[src/rtl/stream_demux_pkg.sv]
// Shared mux/demux helpers: select width and packed-slice offset for per-port data lanes.
package stream_demux_pkg;

  // Select width for a port count; a single port still needs a one-bit select.
  function automatic int unsigned sel_width(input int unsigned n_ports);
    return (n_ports <= 1) ? 1 : $clog2(n_ports);
  endfunction

  function automatic int unsigned slice_lo(input int unsigned idx, input int unsigned width);
    return width * idx;
  endfunction

endpackage

[src/rtl/stream_demux_slot.sv]
// demux_slot: one-entry output register with valid flag; load and drain may coincide.
module demux_slot #(
  parameter int unsigned DATA_WIDTH = 4
) (
  input  logic                  clk,
  input  logic                  rst,
  input  logic                  load,
  input  logic                  drain,
  input  logic [DATA_WIDTH-1:0] load_data,
  output logic                  valid,
  output logic [DATA_WIDTH-1:0] data
);

  logic                  valid_q, valid_d;
  logic [DATA_WIDTH-1:0] data_q, data_d;

  // Simultaneous drain and load keeps valid high: pass-through without a bubble.
  always_comb begin
    valid_d = load | (valid_q & ~drain);
    data_d  = load ? load_data : data_q;
  end

  always_ff @(posedge clk or posedge rst) begin
    if (rst) begin
      valid_q <= 1'b0;
      data_q  <= '0;
    end else begin
      valid_q <= valid_d;
      data_q  <= data_d;
    end
  end

  assign valid = valid_q;
  assign data  = data_q;

endmodule

[src/rtl/stream_demux.sv]
// stream_demux: routes one upstream stream to N_SLAVES registered output slots by s_sel.
// Optional out-of-range drop counter enabled with macro STREAM_DEMUX_DROP_CNT_EN.
module stream_demux
  import stream_demux_pkg::*;
#(
  parameter int unsigned N_SLAVES   = 4,
  parameter int unsigned DATA_WIDTH = 4,
  localparam int unsigned SEL_W     = sel_width(N_SLAVES)
) (
  input  logic                             clk,
  input  logic                             rst,
  input  logic                             s_valid,
  output logic                             s_ready,
  input  logic [SEL_W-1:0]                 s_sel,
  input  logic [DATA_WIDTH-1:0]            s_data,
  output logic [N_SLAVES-1:0]              m_valid,
  input  logic [N_SLAVES-1:0]              m_ready,
  output logic [DATA_WIDTH*N_SLAVES-1:0]   m_data
`ifdef STREAM_DEMUX_DROP_CNT_EN
  ,
  output logic [7:0]                       drop_cnt
`endif
);

  logic [N_SLAVES-1:0] load;

  // Out-of-range selects match no slot, so s_ready keeps its default of 1 and nothing loads.
  always_comb begin
    s_ready = 1'b1;
    load    = '0;
    for (int i = 0; i < N_SLAVES; i++) begin
      if (s_sel == SEL_W'(i)) begin
        s_ready = !m_valid[i] || m_ready[i];
        load[i] = s_valid && (!m_valid[i] || m_ready[i]);
      end
    end
  end

  for (genvar g = 0; g < N_SLAVES; g++) begin : g_slot
    localparam int unsigned Lo = slice_lo(g, DATA_WIDTH);

    demux_slot #(
      .DATA_WIDTH (DATA_WIDTH)
    ) u_slot (
      .clk       (clk),
      .rst       (rst),
      .load      (load[g]),
      .drain     (m_ready[g]),
      .load_data (s_data),
      .valid     (m_valid[g]),
      .data      (m_data[Lo +: DATA_WIDTH])
    );
  end

`ifdef STREAM_DEMUX_DROP_CNT_EN
  logic       in_range;
  logic       drop;
  logic [7:0] drop_cnt_q, drop_cnt_d;

  always_comb begin
    in_range = 1'b0;
    for (int i = 0; i < N_SLAVES; i++) begin
      if (s_sel == SEL_W'(i)) begin
        in_range = 1'b1;
      end
    end
    drop       = s_valid && !in_range;
    drop_cnt_d = drop_cnt_q;
    if (drop && (drop_cnt_q != 8'hff)) begin
      drop_cnt_d = drop_cnt_q + 8'd1;
    end
  end

  always_ff @(posedge clk or posedge rst) begin
    if (rst) begin
      drop_cnt_q <= 8'd0;
    end else begin
      drop_cnt_q <= drop_cnt_d;
    end
  end

  assign drop_cnt = drop_cnt_q;
`endif

endmodule

[config.mk]
export PLATFORM = sky130hd
export DESIGN_NAME = stream_demux
export DESIGN_NICKNAME = d
export VERILOG_FILES = /design/src/rtl/stream_demux_pkg.sv /design/src/rtl/stream_demux_slot.sv /design/src/rtl/stream_demux.sv
export SDC_FILE = /design/constraint.sdc
export NUM_CORES = 1
export LEC_CHECK = 0
export CAP_MARGIN = 30
export CELL_PAD_IN_SITES_DETAIL_PLACEMENT = 0
export CELL_PAD_IN_SITES_GLOBAL_PLACEMENT = 1
export CORE_MARGIN = 8
export CORE_UTILIZATION = 29
export CTS_CLUSTER_SIZE = 40
export DETAILED_ROUTE_END_ITERATION = 10
export GPL_TIMING_DRIVEN = 0
export PLACE_DENSITY_LB_ADDON = 0.1
export SETUP_SLACK_MARGIN = 0.1
export SYNTH_ARGS = -nofsm -noshare
export SYNTH_HDL_FRONTEND = slang
export SYNTH_HIERARCHICAL = 1
export SYNTH_SLANG_ARGS = --single-unit
[constraint.sdc]
create_clock -name clk -period 1.6 [get_ports clk]
set_input_delay 0.4 -clock clk [delete_from_list [all_inputs] [get_ports clk]]
set_output_delay 0.4 -clock clk [all_outputs]
set_load 0.01 [all_outputs]
; After elaboration in Yosys (flattened, before gate mapping)
; Cells that the tools add are included.
; Widths: inputs -> output; s select.
[word_totals]
ram_bits = 0
out_inout_bits = 21
memories = 0
in_bits = 13
latchBits = 0
mem_bits_ro = 0
register_bits = 20
[classes]
add_sub_neg = 0
order_cmp = 0
muxes = 8
n_bitwise = 12
mul = 0
n_eq_ne = 3
n_shift = 0
n_reduce_logical = 13
div = 0
[op_table]
columns = operator, count
row1 = $mux 1, 8
row2 = $and 1x1->1, 4
row3 = $eq 2x2->1 const B, 2
row4 = $logic_and 1x1->1, 4
row5 = $logic_not 1->1, 4
row6 = $logic_or 1x1->1, 4
row7 = $not 1->1, 4
row8 = $or 1x1->1, 4
row9 = $eq 2x1->1 const B, 1
row10 = $logic_not 2->1, 1

; Logic depth before layout (Yosys ltp)
; Gate-level depths: netlist of the first run.
[depth]
ltp_word = 6
mapped_depth = 3
depth_no_buf = 3

; Cells and area by module
; Netlist of the first run, hierarchy kept.
[modules_own_cells]
columns = mod, cells_each, n_inst, area_each_um2
row1 = demux_slot, 12, 4, 186.4
row2 = stream_demux, 16, 1, 107.6

; Least setup slack after synthesis of the first run
; No wires, ideal clock.
[synth_path]
path_kind = flip-flop to flip-flop
startpoint = register g_slot[0].u_slot.valid_q
endpoint = register g_slot[0].u_slot.data_q[0]
synth_period_minus_slack_ns = 1.688
t_required_ns = 1.475
setup_time_ns = 0.125
path_slack_ns = -0.088
path_stages_with_launch = 4
arrival_ns = 1.563
cell_sequence = dfrtp_1 nor2b_1 nor4b_1 mux2_2
[synth_via]
elab_chain_cells = 4
[synth_rtl]
columns = element, line
row1 = from (decl), stream_demux_slot.sv:14  ; logic valid_q, valid_d;
row2 = from (signal assigned), stream_demux_slot.sv:28  ; valid_q <= valid_d;
row3 = $logic_not 1->1, stream_demux.sv:34  ; load[i] = s_valid && (!m_valid[i] || m_ready[i]);
row4 = $logic_or 1x1->1, stream_demux.sv:34
row5 = $logic_and 1x1->1, stream_demux.sv:34
row6 = $mux 1, stream_demux.sv:32  ; if (s_sel == SEL_W'(i)) begin
row7 = named net load[0], stream_demux.sv:25  ; logic [N_SLAVES-1:0] load;
row8 = to (signal assigned), stream_demux_slot.sv:29  ; data_q <= data_d;
row9 = to (decl), stream_demux_slot.sv:15  ; logic [DATA_WIDTH-1:0] data_q, data_d;
; The timed path passes the listed nets, and every way through them passes these cells.
; A chain may end at the register's enable or synchronous reset.

; Final worst setup path of the first run
[layout_path]
startpoint = input port s_sel[0]
endpoint = output port s_ready
[layout_via]
elab_chain_cells = 5
elab_cells_between_ends = 8
[layout_rtl]
columns = element, line
row1 = from (decl), stream_demux.sv:14  ; input logic [SEL_W-1:0] s_sel,
row2 = $logic_not 2->1, stream_demux.sv:32
row3 = $mux 1 (3 in series), stream_demux.sv:32
row4 = $mux 1 (*), stream_demux.sv:32
row5 = to (decl), stream_demux.sv:13  ; output logic s_ready,
; Mark *: on every way between the ends. The rest lies on a longest branch, timed or not.

==> results of run 1 <==
cells by family after synthesis:
kind of cell / share of synthesized area [%]
and+or+nand+nor: 10.6
DFF: 58.7
muxes: 21.1
buffers and inverters: 4.40
AOI/OAI and AO/OA: 5.28
final cells by class:
type,instances,area [sq um]
inverter,10,37.5
sequential,20,500
fill,278,1520
clock buffer,3,22.5
tap,31,38.8
multi-input combinational,34,347
timing repair buffer,35,315
metrics by stage:
| stage | worst slack, ns | instances |
|---|---|---|
| floorplan | 0.140 | 64 |
| global placement | -0.841 | 128 |
| detailed placement | -0.855 | 128 |
| CTS | -0.130 | 133 |
| global route | -0.215 | 133 |
| finish | -0.112 | 133 |
routing by layer:
metal | vias to the layer above | share of wire, % | routed length (um)
li1 | 301 | - | -
met1 | 315 | 44 | 878
met2 | 22 | 44 | 868
met3 | 2 | 12 | 232
met4 | 0 | 0.75 | 15
met5 | - | 0 | 0
report_power, final:
part / internal [uW] / switching [uW]
clock: 87.4 / 140
sequential: 598 / 44.1
combinational: 198 / 151
synth_stat cells:
master and number:
sky130_fd_sc_hd__nor4_1 1, sky130_fd_sc_hd__a21o_2 4, sky130_fd_sc_hd__nor4b_1 2, sky130_fd_sc_hd__nand3b_1 1, sky130_fd_sc_hd__nand2_1 1, sky130_fd_sc_hd__mux2_2 16
sky130_fd_sc_hd__inv_1 10, sky130_fd_sc_hd__nor3_1 1, sky130_fd_sc_hd__nor2b_1 2, sky130_fd_sc_hd__dfrtp_1 20, sky130_fd_sc_hd__and4bb_1 1, sky130_fd_sc_hd__nor4bb_1 1
sky130_fd_sc_hd__a21oi_1 2, sky130_fd_sc_hd__nand3_1 1, sky130_fd_sc_hd__and4b_1 1
repair_timing:
item | 4_1_cts | 5_1_grt
endpoints found under the setup margin | 38 | 17
pin swaps | 2 | 2
setup buffers | 2 | 0
gates resized for setup | 39 | 2
critical path: stages:
cell                              delay (ns)
sky130_fd_sc_hd__clkdlybuf4s15_2        0.26
sky130_fd_sc_hd__and4b_1                0.24
sky130_fd_sc_hd__nor4_2                 0.24
sky130_fd_sc_hd__buf_2                  0.17
worst max path at each step:
| stage | cells after the start | slack, ns | to | startpoint |
|---|---|---|---|---|
| 3_5_place_dp | 4 | -0.85 | s_ready | s_sel[0] |
| 4_1_cts | 3 | -0.13 | s_ready | g_slot[2].u_slot/valid$_DFF_PP0_ |
| 5_1_grt | 3 | -0.21 | s_ready | g_slot[1].u_slot/valid$_DFF_PP0_ |
| 3_3_place_gp | 4 | -0.84 | s_ready | s_sel[0] |
| 6_report | 4 | -0.11 | s_ready | s_sel[0] |
| 2_1_floorplan | 3 | 0.14 | g_slot[0].u_slot/data[0]$_DFFE_PP0P_ | g_slot[0].u_slot/valid$_DFF_PP0_ |
cells in the final DEF (no fill, tap or decap):
cell	n
sky130_fd_sc_hd__dlygate4sd2_1	24
sky130_fd_sc_hd__dfrtp_1	20
sky130_fd_sc_hd__mux2_2	16
sky130_fd_sc_hd__inv_1	10
sky130_fd_sc_hd__clkdlybuf4s50_1	5
sky130_fd_sc_hd__a21o_2	4
sky130_fd_sc_hd__clkbuf_4	3
sky130_fd_sc_hd__a21oi_2	2
sky130_fd_sc_hd__nor2b_1	2
sky130_fd_sc_hd__clkdlybuf4s15_2	2
sky130_fd_sc_hd__buf_4	2
sky130_fd_sc_hd__nand3_1	1
sky130_fd_sc_hd__nor4bb_1	1
sky130_fd_sc_hd__and4b_1	1
sky130_fd_sc_hd__nor4b_1	1
sky130_fd_sc_hd__and4bb_1	1
sky130_fd_sc_hd__nor4_2	1
sky130_fd_sc_hd__nand2_1	1
sky130_fd_sc_hd__nor3_4	1
sky130_fd_sc_hd__nand3b_1	1
sky130_fd_sc_hd__nor4b_2	1
sky130_fd_sc_hd__dlymetal6s2s_1	1
sky130_fd_sc_hd__buf_2	1
state kept, by name (all words and copies together) (netlist names):
| signal | flops |
|---|---|
| g_slot.u_slot/data | 16 |
| g_slot.u_slot/valid | 4 |
==> results.md, run 1 <==
- Routing usage on met1: approximately 10%
- Worst setup margin: -0.112 ns
- Clk sink count: 20
- Number of placed I/O pins: 34
- Number of nets in the layout: 117
- Worst setup EP type: output port
- Core footprint: 2780 sq um
- Run status: finished with violations
- Leakage power summed over all cells: 0.000630 uW
- Part of the Yosys area used for sequential elements: 58.7%
- Number of routed nets with antenna violations: 0
- Depth of the worst register-to-register path: 3
- Wire per inst: 15.0 um
- Critical R2R Capture: g_slot[0].u_slot/data[0]$_DFFE_PP0P_
- Maximum operating frequency: 584 MHz
- Register-to-register path setup slack: 0.01 ns
- Pin count of the biggest net entering global routing: 11
- TritonCTS clock tree: done
- Worst hold path class: in -> async
- Final clock skew: 0.000985 ns
- HPWL Detailed: 1600 um
- Deepest level of the CTS H-tree: 1
- Post-layout total power: approximately 1200 uW
- Fin Setup TNS: -0.112 ns
- Non-Filler Cell Area, Final: 1260 sq um
- Hold_ws: 0.387 ns
- Cells taking the most area after synthesis: sky130_fd_sc_hd__dfrtp_1 (59%), sky130_fd_sc_hd__mux2_2 (21%), sky130_fd_sc_hd__inv_1 (4.4%)
- Total power density per cell area: 966 nW/um^2
- Relative slew slack: 60.4%
- Cell Rows: 19
- Final critical path time including I/O delays and setup: approximately 1.7 ns
- WL final: about 2000 um
- Drt initial violations: 30
- Synthesized net count: 77
- Number of buffers inserted during clock tree synthesis: 3
- Port Buf Inserts: 33
- Crit Reg-Reg Startpoint: g_slot[0].u_slot/valid$_DFF_PP0_
- Starting density of the core: between 30% and 40%
- Clock Tree Root: sky130_fd_sc_hd__clkbuf_4
- Fraction of layout instances using a drive strength above 1: about a third
- Worst setup path category: in -> out
- Global Route met2 Usage: 12.6%
- Fraction of the core area covered by cells at the end of the flow: 45.3%
- Overall track demand over capacity in global routing: 8.51%
- Count of state elements after synthesis: 20
- Final clock period utilization by the worst path: 107%
- Vias per std cell: slightly below 5
- Post-Syn Area: 853 sq um
- Die ar.: 4930 sq um
- Worst slew pin tran: roughly 0.6 ns
- Worst Path Max Fanout: 8
- Average cell area after synthesis: approximately 13 sq um
- Count of endpoints failing setup in the final report: 1
- Dpl cell area: 1230 sq um
- Clock network latency to the later pin of the worst-skew pair: approximately 0.29 ns
- Post-synthesis cell type with the largest combined area: sky130_fd_sc_hd__dfrtp_1
- Antenna violations before repair: 0
- Final number of hold-violating endpoints: 0
- Max-slew violation total from the final report: 0
- Worst EP required: ~1.2 ns
- Number of max-capacitance violations reported: 0
- Setup repair after global routing missed its margin: true
- First-pass iteration count of the detailed router: 4
- Worst voltage drop across the vdd grid: approximately 0.57 mV
- Post-Syn Instances: 64
- Distinct cell type count after synthesis: 15
- Remaining routing DRC violations: 0
- Hold-fix buffers, CTS: 0
- Final weighted congestion in routability-driven placement: around 0.64
- Max clock buf depth: 2
- CP Data Arrival Time: 1.31 ns
- Leftover overflow at the end of global routing: 0
- Floorplan die width: 70.2 um
- Number of global-route vias before repair: 722
- Failing checks: setup timing
- Die Y-Extent: 70.2 um
- Via total after detailed routing: 640
- Area fraction of the dominant cell type after synthesis: 58.7%
- First-pass GRT wire length: 3500 um
- Number of inserted diodes: 0
- Number of warnings issued by yosys: 6
- Synthesis-to-layout area growth: 47.8%
- Busiest metal layer after global routing: met2
- Element type at the critical path start: input pin
- Clock edge transition at the registers on the reported setup and hold paths: 0.11 ns
- GRT met3 Usage: 4.10%
No activity file was read; power rests on OpenSTA's default activity.
==> inputs of run 2 (changes only) <==
Settings changed: MAX_ROUTING_LAYER set to met4.
==> run 2 against run 1 <==
Net effect: the flow still finishes with violations (setup timing); sequential power barely moved; register-to-register slack barely moved; power barely moved; hold slack barely moved; critical path type unchanged; critical endpoint unchanged.
==> results.md, run 2 (synthesized netlist as in run 1, its figures left out) <==
- Final weighted congestion in routability-driven placement: 0.646 (+0.84%)
- First-pass GRT wire length: 3510 um (+0.20%)
- Fraction of the core area covered by cells at the end of the flow: 45.3% (unchanged)
- Overall track demand over capacity in global routing: 8.74% (+0.23 points)
- HPWL Detailed: 1600 um (unchanged)
- Total power density per cell area: 965 nW/um^2 (about the same)
- Number of inserted diodes: 0 (unchanged)
- Leading cell type in the layout, fill and taps excluded: sky130_fd_sc_hd__dlygate4sd2_1
- Top library cells by usage in the layout, fill and taps aside: sky130_fd_sc_hd__dlygate4sd2_1 (24), sky130_fd_sc_hd__dfrtp_1 (20), sky130_fd_sc_hd__mux2_2 (16)
- Cell Rows: 19 (unchanged)
- Number of global-route vias before repair: 722 (unchanged)
- First-pass iteration count of the detailed router: 4 (unchanged)
- Worst Path Max Fanout: 8 (unchanged)
- Leftover overflow at the end of global routing: 0 (unchanged)
- Final critical path time including I/O delays and setup: 1.71 ns (+0.0000270 ns)
- Area of the multi-input gates: 347 sq um (unchanged)
- Number of max-capacitance violations reported: 0 (unchanged)
- Setup repair after global routing missed its margin: true
- Fraction of layout instances using a drive strength above 1: 32.4% (unchanged)
- Final clock period utilization by the worst path: 107% (about the same)
- Worst EP required: 1.20 ns (about the same)
- Vias per std cell: 4.81 (unchanged)
- Number of routed nets with antenna violations: 0 (unchanged)
- Worst setup EP type: output port
- Floorplan die width: 70.2 um (unchanged)
- Post-Place Setup Slack: -0.855 ns (unchanged)
- Wire per inst: 15.0 um (unchanged)
- Element type at the critical path start: input pin
- Via total after detailed routing: 640 (unchanged)
- Drt initial violations: 30 (unchanged)
- Worst slew pin tran: 0.593 ns (+0.000661 ns)
- WL final: 1990 um (unchanged)
- Deepest level of the CTS H-tree: 1 (unchanged)
- Failing checks: setup timing
- Max-slew violation total from the final report: 0 (unchanged)
- Max reg flops: 16 (unchanged)
- Number of buffers inserted during clock tree synthesis: 3 (unchanged)
- Worst setup path category: in -> out
- Die Y-Extent: 70.2 um (unchanged)
- Worst voltage drop across the vdd grid: 0.570 mV (-0.11%)
- Final number of hold-violating endpoints: 0 (unchanged)
- Number of placed I/O pins: 34 (unchanged)
- Starting density of the core: 30.7% (unchanged)
- Sequential cell area: 500 sq um (unchanged)
- Max clock buf depth: 2 (unchanged)
- Final clock skew: 0.000984 ns (-0.0000000840 ns)
- Remaining routing DRC violations: 0 (unchanged)
- Maximum operating frequency: 584 MHz (about the same)
- Number of nets in the layout: 117 (unchanged)
- Clock network latency to the later pin of the worst-skew pair: 0.29 ns (about the same)
- Antenna violations before repair: 0 (unchanged)
- Synthesis-to-layout area growth: 47.8% (unchanged)
- Port Buf Inserts: 33 (unchanged)
- Clk sink count: 20 (unchanged)
- Leakage power summed over all cells: 0.000630 uW (unchanged)
- Core footprint: 2780 sq um (unchanged)
- Worst hold path class: in -> async
- Clock Tree Root: sky130_fd_sc_hd__clkbuf_4
- Pin count of the biggest net entering global routing: 11 (unchanged)
- Number of filler cells placed in the layout: 278 (unchanged)
- Worst setup margin: -0.112 ns (-0.0000270 ns)
- Run status: finished with violations
- TritonCTS clock tree: done
- CP Data Arrival Time: 1.31 ns (about the same)
- Count of endpoints failing setup in the final report: 1 (unchanged)
- Die ar.: 4930 sq um (unchanged)
- Relative slew slack: 60.4% (about the same)
- Clock edge transition at the registers on the reported setup and hold paths: 0.11 ns (about the same)
-- run 2: final cells by class --
type                    instances  area share, %
flip-flops and latches         20           39.7
multi-input cells              34           27.5
clock buffers                   3           1.79
well taps                      31           3.08
repair buffers                 35           25.0
inverters                      10           2.98
-- run 2: power breakdown --
part	internal, uW	switching (uW)	leakage (uW)
clock	87.4	140	0.0000138
combinational	198	150	0.000374
sequential	598	44.3	0.000242
total	883	334	0.000630
-- run 2: final timing paths --
| kind | from | to | slack [ns] | cells past startpoint |
|---|---|---|---|---|
| setup / recovery | s_sel[0] | s_ready | -0.11 | 4 |
| hold / removal | rst | g_slot[0].u_slot/data[2]$_DFFE_PP0P_ | 0.39 | 2 |
| setup reg to reg | g_slot[0].u_slot/valid$_DFF_PP0_ | g_slot[0].u_slot/data[0]$_DFFE_PP0P_ | 0.01 | 3 |
| hold reg to reg | g_slot[1].u_slot/data[2]$_DFFE_PP0P_ | g_slot[1].u_slot/data[2]$_DFFE_PP0P_ | 0.51 | 1 |
| max in group asynchronous | rst | g_slot[2].u_slot/data[3]$_DFFE_PP0P_ | 1.02 | 2 |
| min in group clk | g_slot[1].u_slot/data[2]$_DFFE_PP0P_ | g_slot[1].u_slot/data[2]$_DFFE_PP0P_ | 0.51 | 1 |
-- run 2: metal layers --
layer,share of wire [%],wire (um),global-route usage (%)
met4,0.70,14,3.35
met3,8.7,173,3.11
met2,44,870,12.6
met1,47,936,10.9
met5,0,0,-
-- run 2: worst max-delay path, stage by stage --
cell                              delay, ns
sky130_fd_sc_hd__clkdlybuf4s15_2       0.26
sky130_fd_sc_hd__and4b_1               0.24
sky130_fd_sc_hd__nor4_2                0.24
sky130_fd_sc_hd__buf_2                 0.17
-- run 2: repair_timing --
item | 4_1_cts | 5_1_grt
resized for setup | 39 | 2
endpoints found under the setup margin | 38 | 17
pin swaps | 2 | 2
setup buffers | 2 | 0
hold buffers | 0 | 0
cloned | 0 | 0
-- run 2: per-stage QoR --
| stage | hold slack [ns] | std cells | power [uW] | TNS [ns] | instance area [sq um] |
|---|---|---|---|---|---|
| floorplan | 0.179 | 64 | 814 | 0 | 860 |
| global placement | 0.489 | 128 | 1070 | -10.02 | 1230 |
| detailed placement | 0.496 | 128 | 1080 | -10.02 | 1230 |
| CTS | 0.400 | 133 | 1240 | -0.357 | 1250 |
| global route | 0.413 | 133 | 1300 | -0.499 | 1260 |
| finish | 0.387 | 133 | 1220 | -0.112 | 1260 |
==> inputs of run 3 (changes only) <==
Settings changed: CORE_ASPECT_RATIO set to 1.5.
==> run 3 against run 2 <==
Net effect: the run still ends with setup timing left; via count rose by 3.0%; global-route usage rose by 1.2 points; maximum frequency rose by 5.0%; die area rose by 0.72%; final area rose by 3.4%; first-iteration DRC count fell by 43%; hold slack improved by 0.073 ns; clock skew fell by 0.00050 ns.
==> results.md, run 3 (synthesized netlist as in run 1, its figures left out) <==
- Worst Path Max Fanout: 3 (-5)
- Maximum operating frequency: 614 MHz (+5.0%)
- Number of max-capacitance violations reported: 0 (unchanged)
- Max reg flops: 16 (unchanged)
- Crit Reg-Reg Startpoint: g_slot[2].u_slot/valid$_DFF_PP0_
- Leading cell type in the layout, fill and taps excluded: sky130_fd_sc_hd__dlygate4sd2_1
- Count of endpoints failing setup in the final report: 1 (unchanged)
- Remaining routing DRC violations: 0 (unchanged)
- Critical R2R Capture: g_slot[2].u_slot/data[1]$_DFFE_PP0P_
- Deepest level of the CTS H-tree: 1 (unchanged)
- Overall track demand over capacity in global routing: 9.93% (+1.2 points)
- Antenna violations before repair: 0 (unchanged)
- Drt initial violations: 17 (-43%)
- First-pass iteration count of the detailed router: 4 (unchanged)
- HPWL Detailed: 1670 um (+4.5%)
- Pin count of the biggest net entering global routing: 11 (unchanged)
- Die Y-Extent: 82.4 um (+17%)
- Number of filler cells placed in the layout: 281 (+1.1%)
- Sequential cell area: 500 sq um (unchanged)
- Via total after detailed routing: 659 (+3.0%)
- Wire per inst: 15.3 um (+1.9%)
- Clock edge transition at the registers on the reported setup and hold paths: 0.07 ns (-0.04 ns)
- Worst hold path class: in -> async
- Failing checks: setup timing
- Clock network latency to the later pin of the worst-skew pair: 0.25 ns (-0.04 ns)
- Worst setup margin: -0.0300 ns (+0.0821 ns)
- Synthesis-to-layout area growth: 52.8%
- Clock Tree Root: sky130_fd_sc_hd__clkbuf_8
- Worst voltage drop across the vdd grid: 0.613 mV (+7.5%)
- Final clock skew: 0.000481 ns (-0.000504 ns)
- Setup repair after global routing missed its margin: true
- Run status: finished with violations
- CP startpoint: g_slot[1].u_slot/valid$_DFF_PP0_
- First-pass GRT wire length: 3590 um (+2.4%)
- Number of global-route vias before repair: 742 (+2.8%)
- Top library cells by usage in the layout, fill and taps aside: sky130_fd_sc_hd__dlygate4sd2_1 (24), sky130_fd_sc_hd__dfrtp_1 (20), sky130_fd_sc_hd__mux2_2 (16)
- Register-to-register path setup slack: 0.21 ns (+0.20 ns)
- Final clock period utilization by the worst path: 102% (-5.1 points)
- Total power density per cell area: 1010 nW/um^2 (+5.1%)
- Clk sink count: 20 (unchanged)
- Final critical path time including I/O delays and setup: 1.63 ns (-0.0821 ns)
- Max clock buf depth: 2 (unchanged)
- Vias per std cell: 4.64 (-3.6%)
- Number of placed I/O pins: 34 (unchanged)
- Relative slew slack: 80.7% (+20 points)
- Floorplan die width: 60.3 um (-14%)
- Capturing element of the worst setup path: s_ready
- Number of nets in the layout: 118 (+0.85%)
- Die ar.: 4970 sq um (+0.72%)
- Fraction of the core area covered by cells at the end of the flow: 45.7% (+0.36 points)
- Leftover overflow at the end of global routing: 0 (unchanged)
- Element type at the critical path start: register
- Post-Place Setup Slack: -0.831 ns (+0.0231 ns)
- Starting density of the core: 29.9% (-0.77 points)
- Number of inserted diodes: 0 (unchanged)
- Worst setup EP type: output port
- Worst slew pin tran: 0.289 ns (-0.304 ns)
- Depth of the worst register-to-register path: 4 (+1)
- Area of the multi-input gates: 368 sq um (+6.1%)
- TritonCTS clock tree: done
- Worst EP required: 1.20 ns (about the same)
- Cell Rows: 24 (+5)
- CP Data Arrival Time: 1.23 ns (-0.08 ns)
- Final number of hold-violating endpoints: 0 (unchanged)
- Leakage power summed over all cells: 0.000638 uW (+1.4%)
- WL final: 2170 um (+8.8%)
- Core footprint: 2850 sq um (+2.6%)
- Port Buf Inserts: 33 (unchanged)
- Number of buffers inserted during clock tree synthesis: 3 (unchanged)
- Final weighted congestion in routability-driven placement: 0.723 (+12%)
- Fraction of layout instances using a drive strength above 1: 35.0% (+2.6 points)
- Hold-fix buffers, CTS: 0 (unchanged)
- Number of routed nets with antenna violations: 0 (unchanged)
- Max-slew violation total from the final report: 0 (unchanged)
- Worst setup path category: reg -> out
[run 3: changes by cell type in the layout (fill, tap and decap cells not counted), moves of 2 or more]
cell / delta
sky130_fd_sc_hd__buf_2: +2
sky130_fd_sc_hd__clkbuf_4: -3
sky130_fd_sc_hd__clkbuf_8: +3
sky130_fd_sc_hd__clkdlybuf4s15_2: -2
[run 3: worst max-delay path: stages, from the launching register on]
cell and delay (ns):
sky130_fd_sc_hd__dfrtp_1 0.39, sky130_fd_sc_hd__nor4bb_2 0.18, sky130_fd_sc_hd__nor4_2 0.25, sky130_fd_sc_hd__buf_2 0.17
[run 3: what timing repair did]
action / CTS / global route
pin swaps: 3 / 1
gates resized for setup: 47 / 2
setup endpoints to repair: 40 / 8
cloned: 0 / 0
setup buffers: 2 / 1
[run 3: report_power, final]
part	switching, uW	leakage [uW]	internal [uW]	total, uW
Sequential	49.2	0.000242	599	648
Combinational	156	0.000375	200	356
Clock	152	0.0000216	167	320
[run 3: layout make-up]
cell class / instances / area share (%)
inverters: 10 / 2.88
well taps: 39 / 3.74
multi-input cells: 34 / 28.2
flip-flops and latches: 20 / 38.4
repair buffers: 36 / 23.6
clock buffers: 3 / 3.17
[run 3: per-layer routing]
metal,wire length [um],track usage (%)
met5,0,-
met4,16,5.04
met3,176,2.79
met2,1080,16.4
met1,894,10.5
[run 3: stage by stage]
step / instance area, sq um / setup TNS (ns) / hold WS [ns] / total power, uW / std cells
final: 1300 / -0.0300 / 0.460 / 1320 / 142
after global routing: 1300 / -0.119 / 0.488 / 1400 / 142
after CTS: 1280 / -0.0388 / 0.466 / 1340 / 141
after detailed placement: 1240 / -10.38 / 0.500 / 1080 / 136
after global placement: 1240 / -9.80 / 0.493 / 1070 / 136
after floorplan: 860 / 0 / 0.179 / 814 / 64
[run 3: how the worst min path moves through the flow]
stage	start	end	slack [ns]	cells after the start
after floorplan	rst	g_slot[0].u_slot/data[0]$_DFFE_PP0P_	0.18	1
after global placement	g_slot[2].u_slot/data[1]$_DFFE_PP0P_	g_slot[2].u_slot/data[1]$_DFFE_PP0P_	0.49	1
after detailed placement	g_slot[1].u_slot/data[1]$_DFFE_PP0P_	g_slot[1].u_slot/data[1]$_DFFE_PP0P_	0.50	1
after CTS	rst	g_slot[3].u_slot/data[3]$_DFFE_PP0P_	0.47	2
after global routing	rst	g_slot[3].u_slot/valid$_DFF_PP0_	0.49	2
final	rst	g_slot[3].u_slot/data[1]$_DFFE_PP0P_	0.46	2
